**config.mk**
```make
export PLATFORM = sky130hd
export DESIGN_NAME = siren_sweep_ctrl
export DESIGN_NICKNAME = d
export VERILOG_FILES = /design/src/rtl/siren_sweep_ctrl.sv
export SDC_FILE = /design/constraint.sdc
export NUM_CORES = 1
export LEC_CHECK = 0
export BUFFER_PORTS_ARGS = -buffer_cell sky130_fd_sc_hd__buf_2
export CAP_MARGIN = 20
export CORE_UTILIZATION = 25
export CTS_BUF_LIST = sky130_fd_sc_hd__clkbuf_8 sky130_fd_sc_hd__clkbuf_16
export CTS_CLUSTER_SIZE = 25
export DETAILED_ROUTE_END_ITERATION = 7
export GPL_TIMING_DRIVEN = 0
export PLACE_DENSITY = 0.4
export REMOVE_ABC_BUFFERS = 1
export SLEW_MARGIN = 20
export SYNTH_ARGS = -nofsm -noshare
export SYNTH_HDL_FRONTEND = slang
export SYNTH_SLANG_ARGS = --single-unit
export TNS_END_PERCENT = 10
```
**constraint.sdc**
```tcl
create_clock -name clk -period 2.5 [get_ports clk]
set_input_delay 0.125 -clock clk [delete_from_list [all_inputs] [get_ports clk]]
set_output_delay 0.125 -clock clk [all_outputs]
set_load 0.05 [all_outputs]
```
**src/rtl/siren_sweep_ctrl.sv**
```systemverilog
// Siren pitch sequencer: sweeps the speaker tone half-period according to the
// synchronised siren mode (off / wail / yelp / hi-lo).
module siren_sweep_ctrl #(
  parameter int unsigned HP_MAX        = 83333,
  parameter int unsigned HP_MIN        = 35714,
  parameter int unsigned HP_STEP       = 476,
  parameter int unsigned WAIL_STEP_CYC = 2_000_000,
  parameter int unsigned YELP_STEP_CYC = 200_000,
  parameter int unsigned HILO_HOLD_CYC = 50_000_000,
  parameter int unsigned TONE_W        = 17
) (
  input  logic              clk,
  input  logic              rst_n,
  input  logic [1:0]        mode,
  output logic              tone_en,
  output logic [TONE_W-1:0] half_period,
  output logic              upd
);

  localparam int unsigned AW      = TONE_W + 1;
  localparam int unsigned CYC_WY  = (WAIL_STEP_CYC > YELP_STEP_CYC) ? WAIL_STEP_CYC : YELP_STEP_CYC;
  localparam int unsigned MAX_CYC = (CYC_WY > HILO_HOLD_CYC) ? CYC_WY : HILO_HOLD_CYC;
  localparam int unsigned CW      = (MAX_CYC > 1) ? $clog2(MAX_CYC) : 1;

  localparam logic [AW-1:0] MAX_X  = AW'(HP_MAX);
  localparam logic [AW-1:0] MIN_X  = AW'(HP_MIN);
  localparam logic [AW-1:0] STEP_X = AW'(HP_STEP);

  localparam logic [CW-1:0] WAIL_LAST = CW'(WAIL_STEP_CYC - 1);
  localparam logic [CW-1:0] YELP_LAST = CW'(YELP_STEP_CYC - 1);
  localparam logic [CW-1:0] HILO_LAST = CW'(HILO_HOLD_CYC - 1);

  localparam logic [1:0] M_OFF  = 2'b00;
  localparam logic [1:0] M_WAIL = 2'b01;
  localparam logic [1:0] M_YELP = 2'b10;

  localparam logic [2:0] S_IDLE = 3'd0;
  localparam logic [2:0] S_RISE = 3'd1;
  localparam logic [2:0] S_FALL = 3'd2;
  localparam logic [2:0] S_LO   = 3'd3;
  localparam logic [2:0] S_HI   = 3'd4;

  logic [1:0]        mode_meta_q, mode_meta_d;
  logic [1:0]        mode_s_q, mode_s_d;
  logic [1:0]        mode_q, mode_d;
  logic [2:0]        state_q, state_d;
  logic [CW-1:0]     cnt_q, cnt_d;
  logic [TONE_W-1:0] hp_q, hp_d;
  logic              tone_en_q, tone_en_d;
  logic              upd_q, upd_d;

  logic [CW-1:0]     cnt_last;
  logic              tick;
  logic [AW-1:0]     hp_ext, hp_dn, hp_up;

  // Next-state, prescaler and pitch update; a mode change beats a tick.
  always_comb begin
    mode_meta_d = mode;
    mode_s_d    = mode_meta_q;
    mode_d      = mode_q;
    state_d     = state_q;
    cnt_d       = cnt_q;
    hp_d        = hp_q;
    tone_en_d   = tone_en_q;
    upd_d       = 1'b0;
    tick        = 1'b0;
    hp_ext      = {1'b0, hp_q};
    hp_dn       = hp_ext - STEP_X;
    hp_up       = hp_ext + STEP_X;

    case (mode_q)
      M_WAIL:  cnt_last = WAIL_LAST;
      M_YELP:  cnt_last = YELP_LAST;
      M_OFF:   cnt_last = CW'(0);
      default: cnt_last = HILO_LAST;
    endcase

    if (mode_s_q != mode_q) begin
      mode_d = mode_s_q;
      cnt_d  = CW'(0);
      hp_d   = TONE_W'(HP_MAX);
      case (mode_s_q)
        M_OFF: begin
          state_d   = S_IDLE;
          tone_en_d = 1'b0;
        end
        M_WAIL, M_YELP: begin
          state_d   = S_RISE;
          tone_en_d = 1'b1;
          upd_d     = 1'b1;
        end
        default: begin
          state_d   = S_LO;
          tone_en_d = 1'b1;
          upd_d     = 1'b1;
        end
      endcase
    end else if (state_q == S_IDLE) begin
      cnt_d = CW'(0);
    end else begin
      if (cnt_q == cnt_last) begin
        cnt_d = CW'(0);
        tick  = 1'b1;
      end else begin
        cnt_d = cnt_q + CW'(1);
      end

      if (tick) begin
        upd_d = 1'b1;
        case (state_q)
          S_RISE: begin
            // hp_ext < STEP_X guards the subtraction against underflow
            if ((hp_ext < STEP_X) || (hp_dn <= MIN_X)) begin
              hp_d    = TONE_W'(HP_MIN);
              state_d = S_FALL;
            end else begin
              hp_d = TONE_W'(hp_dn);
            end
          end
          S_FALL: begin
            if (hp_up >= MAX_X) begin
              hp_d    = TONE_W'(HP_MAX);
              state_d = S_RISE;
            end else begin
              hp_d = TONE_W'(hp_up);
            end
          end
          S_LO: begin
            hp_d    = TONE_W'(HP_MIN);
            state_d = S_HI;
          end
          S_HI: begin
            hp_d    = TONE_W'(HP_MAX);
            state_d = S_LO;
          end
          default: begin
            hp_d      = TONE_W'(HP_MAX);
            state_d   = S_IDLE;
            tone_en_d = 1'b0;
            upd_d     = 1'b0;
          end
        endcase
      end
    end
  end

  always_ff @(posedge clk or negedge rst_n) begin
    if (!rst_n) begin
      mode_meta_q <= 2'b00;
      mode_s_q    <= 2'b00;
      mode_q      <= 2'b00;
      state_q     <= S_IDLE;
      cnt_q       <= CW'(0);
      hp_q        <= TONE_W'(HP_MAX);
      tone_en_q   <= 1'b0;
      upd_q       <= 1'b0;
    end else begin
      mode_meta_q <= mode_meta_d;
      mode_s_q    <= mode_s_d;
      mode_q      <= mode_d;
      state_q     <= state_d;
      cnt_q       <= cnt_d;
      hp_q        <= hp_d;
      tone_en_q   <= tone_en_d;
      upd_q       <= upd_d;
    end
  end

  assign tone_en     = tone_en_q;
  assign half_period = hp_q;
  assign upd         = upd_q;

endmodule

```
After elaboration in Yosys (flattened, before gate mapping)
Cells that the tools add are included.
- add/subtract/negate cells: 3
- $mul: 0
- divide/modulo/power cells: 0
- magnitude comparators: 3
- equal/unequal tests: 14
- shift-type cells: 0
- mux-type cells: 29
- bitwise operators: 0
- reductions and logical operators: 10
- operators with widths (operator ; count):
    17-bit two-way mux ; 5
    26-bit two-way mux ; 3
    26-bit one-hot mux with 3 select lines ; 1
    17-bit one-hot mux with 3 select lines ; 1
    26-bit by 1-bit adder with 26-bit output (second input constant) ; 1
    26-bit equality test ; 1
    17-bit by 9-bit adder with 18-bit output (second input constant) ; 1
    18-bit by 17-bit >= comparator with 1-bit output (second input constant) ; 1
    18-bit by 16-bit <= comparator with 1-bit output (second input constant) ; 1
    17-bit by 9-bit subtractor with 18-bit output (second input constant) ; 1
    17-bit by 9-bit less-than comparator with 1-bit output (second input constant) ; 1
    3-bit two-way mux ; 5
    1-bit two-way mux ; 12
    3-bit one-hot mux with 4 select lines ; 1
    3-bit by 2-bit equality test with 1-bit output (second input constant) ; 2
    3-bit != test (second input constant) ; 2
    2-bit by 1-bit equality test with 1-bit output (second input constant) ; 2
    2-bit equality test (second input constant) ; 2
    2-bit zero test ; 2
    2-bit one-hot mux with 2 select lines ; 1
    4-bit AND reduction ; 1
    4-bit OR reduction ; 1
    3-bit by 1-bit equality test with 1-bit output (second input constant) ; 1
    3-bit equality test (second input constant) ; 1
    other kinds (9) ; 9
- register bits: 54
- latch bits: 0
- bits in writable memories: 0
- memory bits (read-only): 0
- bits of input ports: 4
- memories: 0

Depth between registers and ports, before layout
Gate-level depths: netlist of the first run.
- depth in word-level cells: 9
- gate-level depth with buffers: 13
- gate-level depth less buffers: 11

Worst setup path after synthesis of the first run
OpenSTA, ideal clock, no wires.
- path kind: register to register
- start: reg hp_q[2] (netlist: half_period[2])
- end: reg hp_q[5] (netlist: half_period[5])
- setup time: 0.133 ns
- data arrival time: 2.859 ns
- slack: -0.492 ns
- cell stages (with the launch flop): 14
- cells stage by stage: dfstp_2 -> clkbuf_1 -> inv_1 -> ha_1 -> nor2b_1 -> o21ai_2 -> mux2i_1 -> o2111ai_1 -> and4_1 -> buf_2 -> nand2_1 -> o21ai_0 -> a221oi_1 -> o22ai_1
- cells in the longest elaborated chain, start to end: 8
- ends and longest elaborated chain (element ; RTL line ; source):
    from (decl) ; 48 ; logic [TONE_W-1:0] hp_q, hp_d;
    from (signal assigned) ; 154 ; hp_q <= TONE_W'(HP_MAX);
    from (signal assigned) ; 163 ; hp_q <= hp_d;
    17-bit by 9-bit subtractor with 18-bit output ; 68 ; hp_dn = hp_ext - STEP_X;
    18-bit by 16-bit <= comparator with 1-bit output ; 113 ; if ((hp_ext < STEP_X) || (hp_dn <= MIN_X)) begin
    1-bit logical OR ; 113 ;
    17-bit two-way mux ; 113 ;
    17-bit one-hot mux with 3 select lines (*) ; 110 ; case (state_q)
    17-bit two-way mux (*) ; 108 ; if (tick) begin
    17-bit two-way mux (*) ; 98 ; end else if (state_q == S_IDLE) begin
    17-bit two-way mux (*) ; 78 ; if (mode_s_q != mode_q) begin
Every way passes the cells marked *; elsewhere a longest branch is shown, timed or not. The select of a mux whose other input is x is not followed.
A chain may end at the register's enable or synchronous reset.

Worst setup path after layout of the first run
Same ends and word-level chain as after synthesis.

==> flow_summary.ini, run 1 <==
[floorplan]
die_w_um = 124
core.rowCount = 44
die_area_um2 = 15400
ios = 23
start_util_pct = 25.6
core_um2 = 14500
fp.dieH_um = 124

[setup_path]
crit_buf_inv = 1
worstSetupPathType = reg -> reg
required_ns = 2.67
endpoint_kind = flip-flop
worstPathCellList = buf_6 -> ha_4 -> nand2_4 -> a221oi_4 -> nor4_2 -> o211ai_1 -> a41oi_2 -> o21ai_4 -> o32ai_2 -> a221oi_2 -> o22ai_1
reg2regPathDepth = 11
worst_ep_arrival_time_ns = 3.07
path_delay_family = compound AO/OA/AOI/OAI gates
crit_path_max_fanout = 6
critPathLaunchType = flip-flop
cpPeakStageDelay_ns = 0.57
crit_cells = 11
cp_slowest_cell = dfstp_2

[yosys]
synth_ff_type = dfrtp_1
netlist_area_um2 = 3720
synth_cell_type_count = 69
synth-edff-count = 0
yosys_register_bits = 54
syn_avg_cell_area_um2 = 8.35
synth_cells = 446
async_flop_share_pct = 100
ys.warnings.count = 0
yosysSeqAreaShare_pct = 36.5

[layout]
diodes = 0
final-seq-area_um2 = 1370
layout_commonest_cell = nor2_1
fill_cells = 1553
nets = 498
multi_input_area_um2 = 2670
final_cell_mix = nor2_1, dfrtp_1, nand2_1
drive_gt1_share_pct = 29.6
syn_to_final_growth_pct = 31.8

[routing]
drt_iter0_drc = 242
wl_per_cell_um = 17.1
drc = 0
first_pass_iters = 5
via_count = 3529
via_per_inst = 5.27
postRouteAntennaNets = 0
wirelength_mm = 11.5

[global_routing]
grt_pass1_wl_mm = 18.0
grt_pass1_vias = 3346
grt_max_degree = 55
grt-ovfl-total = 0
grt_use_total_pct = 15.5
antenna_found_initial = 0

[sta]
skew_ns = 0.0144
fin_tns_setup_ns = -8.76
period_share_pct = 116
layout_min_cycle_time_ns = 2.90
rsz0062_at_grt = yes
max_freq_ghz = 0.345
relSlewSlack_pct = 42.1
tightest_slew_ns = 0.864
hold_viol_final = 0
setup_ws_ns = -0.399
final_max_slew_viol_count = 0
setup_viol = 46

[clock_network]
cts-root-buf = clkbuf_16
cts.sinks = 54
clk_latency_ns = 0.31
tritoncts = yes
cts_buffer_depth = 2
h-tree-depth = 2
clk_pin_slew_ns = 0.08
numCtsBuffers = 5

[power_and_ir_drop]
leakagePower_nw = 1.86
vdd_drop_max_uv = 305
total_power_mw = 1.99
p_per_area_nw_per_um2 = 406

[run_status]
status = complete, but fails checks
violations = setup timing

[hold_path]
hold_depth = 0
hold_path_class = reg -> reg

[placed_design]
pre_cts_ws_ns = -0.945
gp_congestion = 0.859
hpwl_mm = 7.70
portBuffers = 22

[job]
cap_viol_max_count = 0
[where the power goes]
group	internal, mW	total (mW)	switching, mW	leakage (nW)
combinational	0.119	0.322	0.203	1.09
clock	0.384	0.753	0.370	0.0759
sequential	0.890	0.919	0.0289	0.696
[cells in the mapped netlist (5+ instances only)]
master,instances,area [um^2]
nor2_1,56,210
dfrtp_1,47,1180
nand2_1,36,135
nand3_1,27,135
a21oi_1,22,110
o21ai_0,22,110
clkbuf_1,19,71.3
xor2_1,19,166
xnor2_1,16,140
and3_1,13,81.3
inv_1,11,41.3
nor3_1,10,50.1
ha_1,9,113
or3_1,9,56.3
nand4_1,8,50.1
a22oi_1,7,52.6
dfstp_2,7,184
nand2b_1,7,43.8
nor2b_1,7,43.8
a31oi_1,6,37.5
nor4_1,6,37.5
and2_1,5,31.3
o2111ai_1,5,43.8
[path summary, 6_finish.rpt]
| check | endpoint | slack (ns) | from |
|---|---|---|---|
| max | half_period[5] | -0.40 | half_period[2] |
| min | mode_s_q[0] | 0.35 | mode_meta_q[0] |
| max reg2reg | half_period[5] | -0.40 | half_period[2] |
| min reg2reg | mode_s_q[0] | 0.35 | mode_meta_q[0] |
| max in group asynchronous | half_period[5] | 1.51 | rst_n |
| min in group asynchronous | half_period[11] | 0.42 | rst_n |
[area by class of cell]
cell class / instances / share of cell area [%]
Multi-Input combinational cell: 358 / 54.5
Sequential cell: 54 / 27.9
Timing Repair Buffer: 55 / 8.92
Tap cell: 184 / 4.69
Clock buffer: 5 / 2.55
Inverter: 11 / 0.841
Clock inverter: 3 / 0.586
[layer usage]
metal	vias to the layer above	share of wire [%]	track usage, %
met5	-	0	0
met4	0	1.6	4.69
met3	11	3.6	2.70
met2	52	46	24.3
met1	1756	48	21.6
li1	1710	-	-
[what timing repair did]
item                                    in CTS  in global routing
gates resized for setup                     51                 58
endpoints found under the setup margin      46                 46
hold buffers                                 3                  0
pin swaps                                   39                 31
buffers inserted                            16                 13
gates cloned                                 0                  0
endpoints found under the hold margin       49                  0
[worst register-to-register path: cells and delay by family (launching register included)]
family	cells	cell delay [ns]
AND/OR/NAND/NOR	2	0.16
flip-flops	1	0.57
AO/OA/AOI/OAI	7	1.76
adder cells (fa/ha/maj)	1	0.18
buffers and inverters	1	0.11
[logic make-up after synthesis]
group / count (synthesis) / synth area share (%)
AND/OR/NAND/NOR: 204 / 28.3
AO/OA/AOI/OAI: 109 / 19.9
flip-flops: 54 / 36.5
XOR/XNOR: 35 / 8.24
buffers and inverters: 34 / 3.70
adder cells (fa/ha/maj): 9 / 3.03
multiplexers: 1 / 0.269
[state kept, by name, summed over array words and instances, names as in the netlist]
register and count:
tone_en 1, upd 1, mode_s_q 2, mode_q 2, mode_meta_q 2, cnt_q 26, state_q 3, half_period 17
[through the flow]
stage / util [%] / cell area (um^2) / instances / hold slack, ns
final: 33.8 / 4910 / 670 / 0.352
after global routing: 33.8 / 4910 / 670 / 0.361
after CTS: 31.1 / 4530 / 657 / 0.354
after detailed placement: 27.4 / 3990 / 630 / 0.235
after global placement: 27.3 / 3970 / 629 / 0.237
after floorplan: - / 3630 / 423 / -0.171
No activity file was read; power rests on OpenSTA's default activity.
==> run 2, diff against run 1 <==
Settings changed: CAP_MARGIN 20 to unset, CORE_UTILIZATION 25 to 55, PLACE_DENSITY 0.4 to 0.75.
==> flow_summary.ini, run 2 (synthesis gave the netlist of run 1 again) <==
[sta]
max_freq_ghz = 0.346
holdWs_ns = 0.355
layout_min_cycle_time_ns = 2.89
hold_viol_final = 0
setup_ws_ns = -0.394
relSlewSlack_pct = 46.9
tightest_slew_ns = 0.793
setup_viol = 45
skew_ns = 0.0105
rsz0062_at_grt = yes
final_max_slew_viol_count = 0
period_share_pct = 116

[setup_path]
crit_buf_inv = 1
cp_slowest_cell = dfrtp_2
critPathLaunchType = flip-flop
endpoint_kind = flip-flop
cpPeakStageDelay_ns = 0.45
path_delay_family = simple AND/OR/NAND/NOR gates
required_ns = 2.72
worst_ep_arrival_time_ns = 3.11
worstSetupPathType = reg -> reg
crit_path_max_fanout = 5
worstPathCellList = inv_2 -> ha_4 -> or4_4 -> a211oi_2 -> o2111ai_2 -> or2_4 -> or3_4 -> nor3_4 -> a221oi_2 -> a21oi_1

[job]
cap_viol_max_count = 0

[global_routing]
antenna_found_initial = 0
grt-ovfl-total = 0
use_met1_pct = 45.0
grt_use_total_pct = 30.8
grt_max_degree = 55
top_usage_layer = met2
grt_pass1_vias = 3500
met3_usage_pct = 4.62
grt_pass1_wl_mm = 17.5
grt.met2_usage_pct = 46.3

[placed_design]
portBuffers = 22
gp_congestion = 0.945
pre_cts_ws_ns = -0.944
dp_cells = 522
placed_area_um2 = 3830
hpwl_mm = 6.79

[routing]
first_pass_iters = 7
postRouteAntennaNets = 0
drt_iter0_drc = 563
wirelength_mm = 11.5
via_per_inst = 6.93
via_count = 3951
drc = 6
wl_per_cell_um = 20.1

[floorplan]
ios = 23
die_w_um = 84.3
core_um2 = 6460
start_util_pct = 57.6
die_area_um2 = 7100
fp.dieH_um = 84.3
core.rowCount = 29

[clock_network]
cts.sinks = 54
clk_pin_slew_ns = 0.10
cts_buffer_depth = 2
tritoncts = yes
h-tree-depth = 2
cts-root-buf = clkbuf_8
numCtsBuffers = 5
clk_latency_ns = 0.32

[layout]
largest_reg_flops = 26
fin_cells = 570
final_cell_mix = nor2_1, dfrtp_1, nand2_1, buf_4, nand3_1
drive_gt1_share_pct = 31.8
layout_commonest_cell = nor2_1
diodes = 0
final_util_pct = 73.0
nets = 506
fin_area_um2 = 4720
regMostFlops = cnt_q
syn_to_final_growth_pct = 26.7

[power_and_ir_drop]
vdd_drop_max_uv = 327
p_per_area_nw_per_um2 = 393
leakagePower_nw = 1.83

[run_status]
status = complete, but fails checks
violations = DRC, setup timing

[hold_path]
hold_path_class = reg -> reg
-- run 2: changes by cell type in the layout (fill, tap and decap cells not counted), sizes merged --
cell / delta
buf: +8
bufinv: +1
clkinv: -1
inv: -1
-- run 2: cell type report --
cell class / count / area, um^2
clock buffers: 5 / 68.8
inverters: 11 / 41.3
flip-flops and latches: 54 / 1370
fillers: 464 / 1740
repair buffers: 63 / 450
multi-input cells: 358 / 2650
well taps: 77 / 96.3
clock inverters: 2 / 38.8
-- run 2: final timing paths --
kind | from | end | slack [ns] | depth (start not counted)
worst min-delay path | mode_meta_q[0] | mode_s_q[0] | 0.36 | 0
worst max register to register | mode_q[0] | half_period[6] | -0.39 | 10
min in group asynchronous | rst_n | cnt_q[25] | 0.38 | 2
worst min register to register | mode_meta_q[0] | mode_s_q[0] | 0.36 | 0
max in group asynchronous | rst_n | mode_q[0] | 1.61 | 2
worst max-delay path | mode_q[0] | half_period[6] | -0.39 | 10
-- run 2: what timing repair did --
action | CTS | global route
resized for setup | 67 | 36
buffers inserted | 28 | 10
pin swaps | 41 | 22
hold endpoints to repair | 49 | 0
endpoints found under the setup margin | 45 | 46
hold buffers | 3 | 0
-- run 2: per-layer routing --
layer	vias up	routed length, um
met5	-	0
met4	0	335
met3	45	1130
met2	269	5150
met1	1920	4870
li1	1717	-
-- run 2: metrics by stage --
stage / TNS (ns) / power (mW)
final: -6.52 / 1.85
after CTS: -4.47 / 1.81
after detailed placement: -26.58 / 1.15
after global routing: -10.05 / 1.91
after floorplan: -5.50 / 1.07
after global placement: -28.41 / 1.14
-- run 2: power by group --
group	total (mW)	switching (mW)	internal (mW)
combinational	0.330	0.210	0.120
sequential	0.919	0.0284	0.890
clock	0.605	0.309	0.295
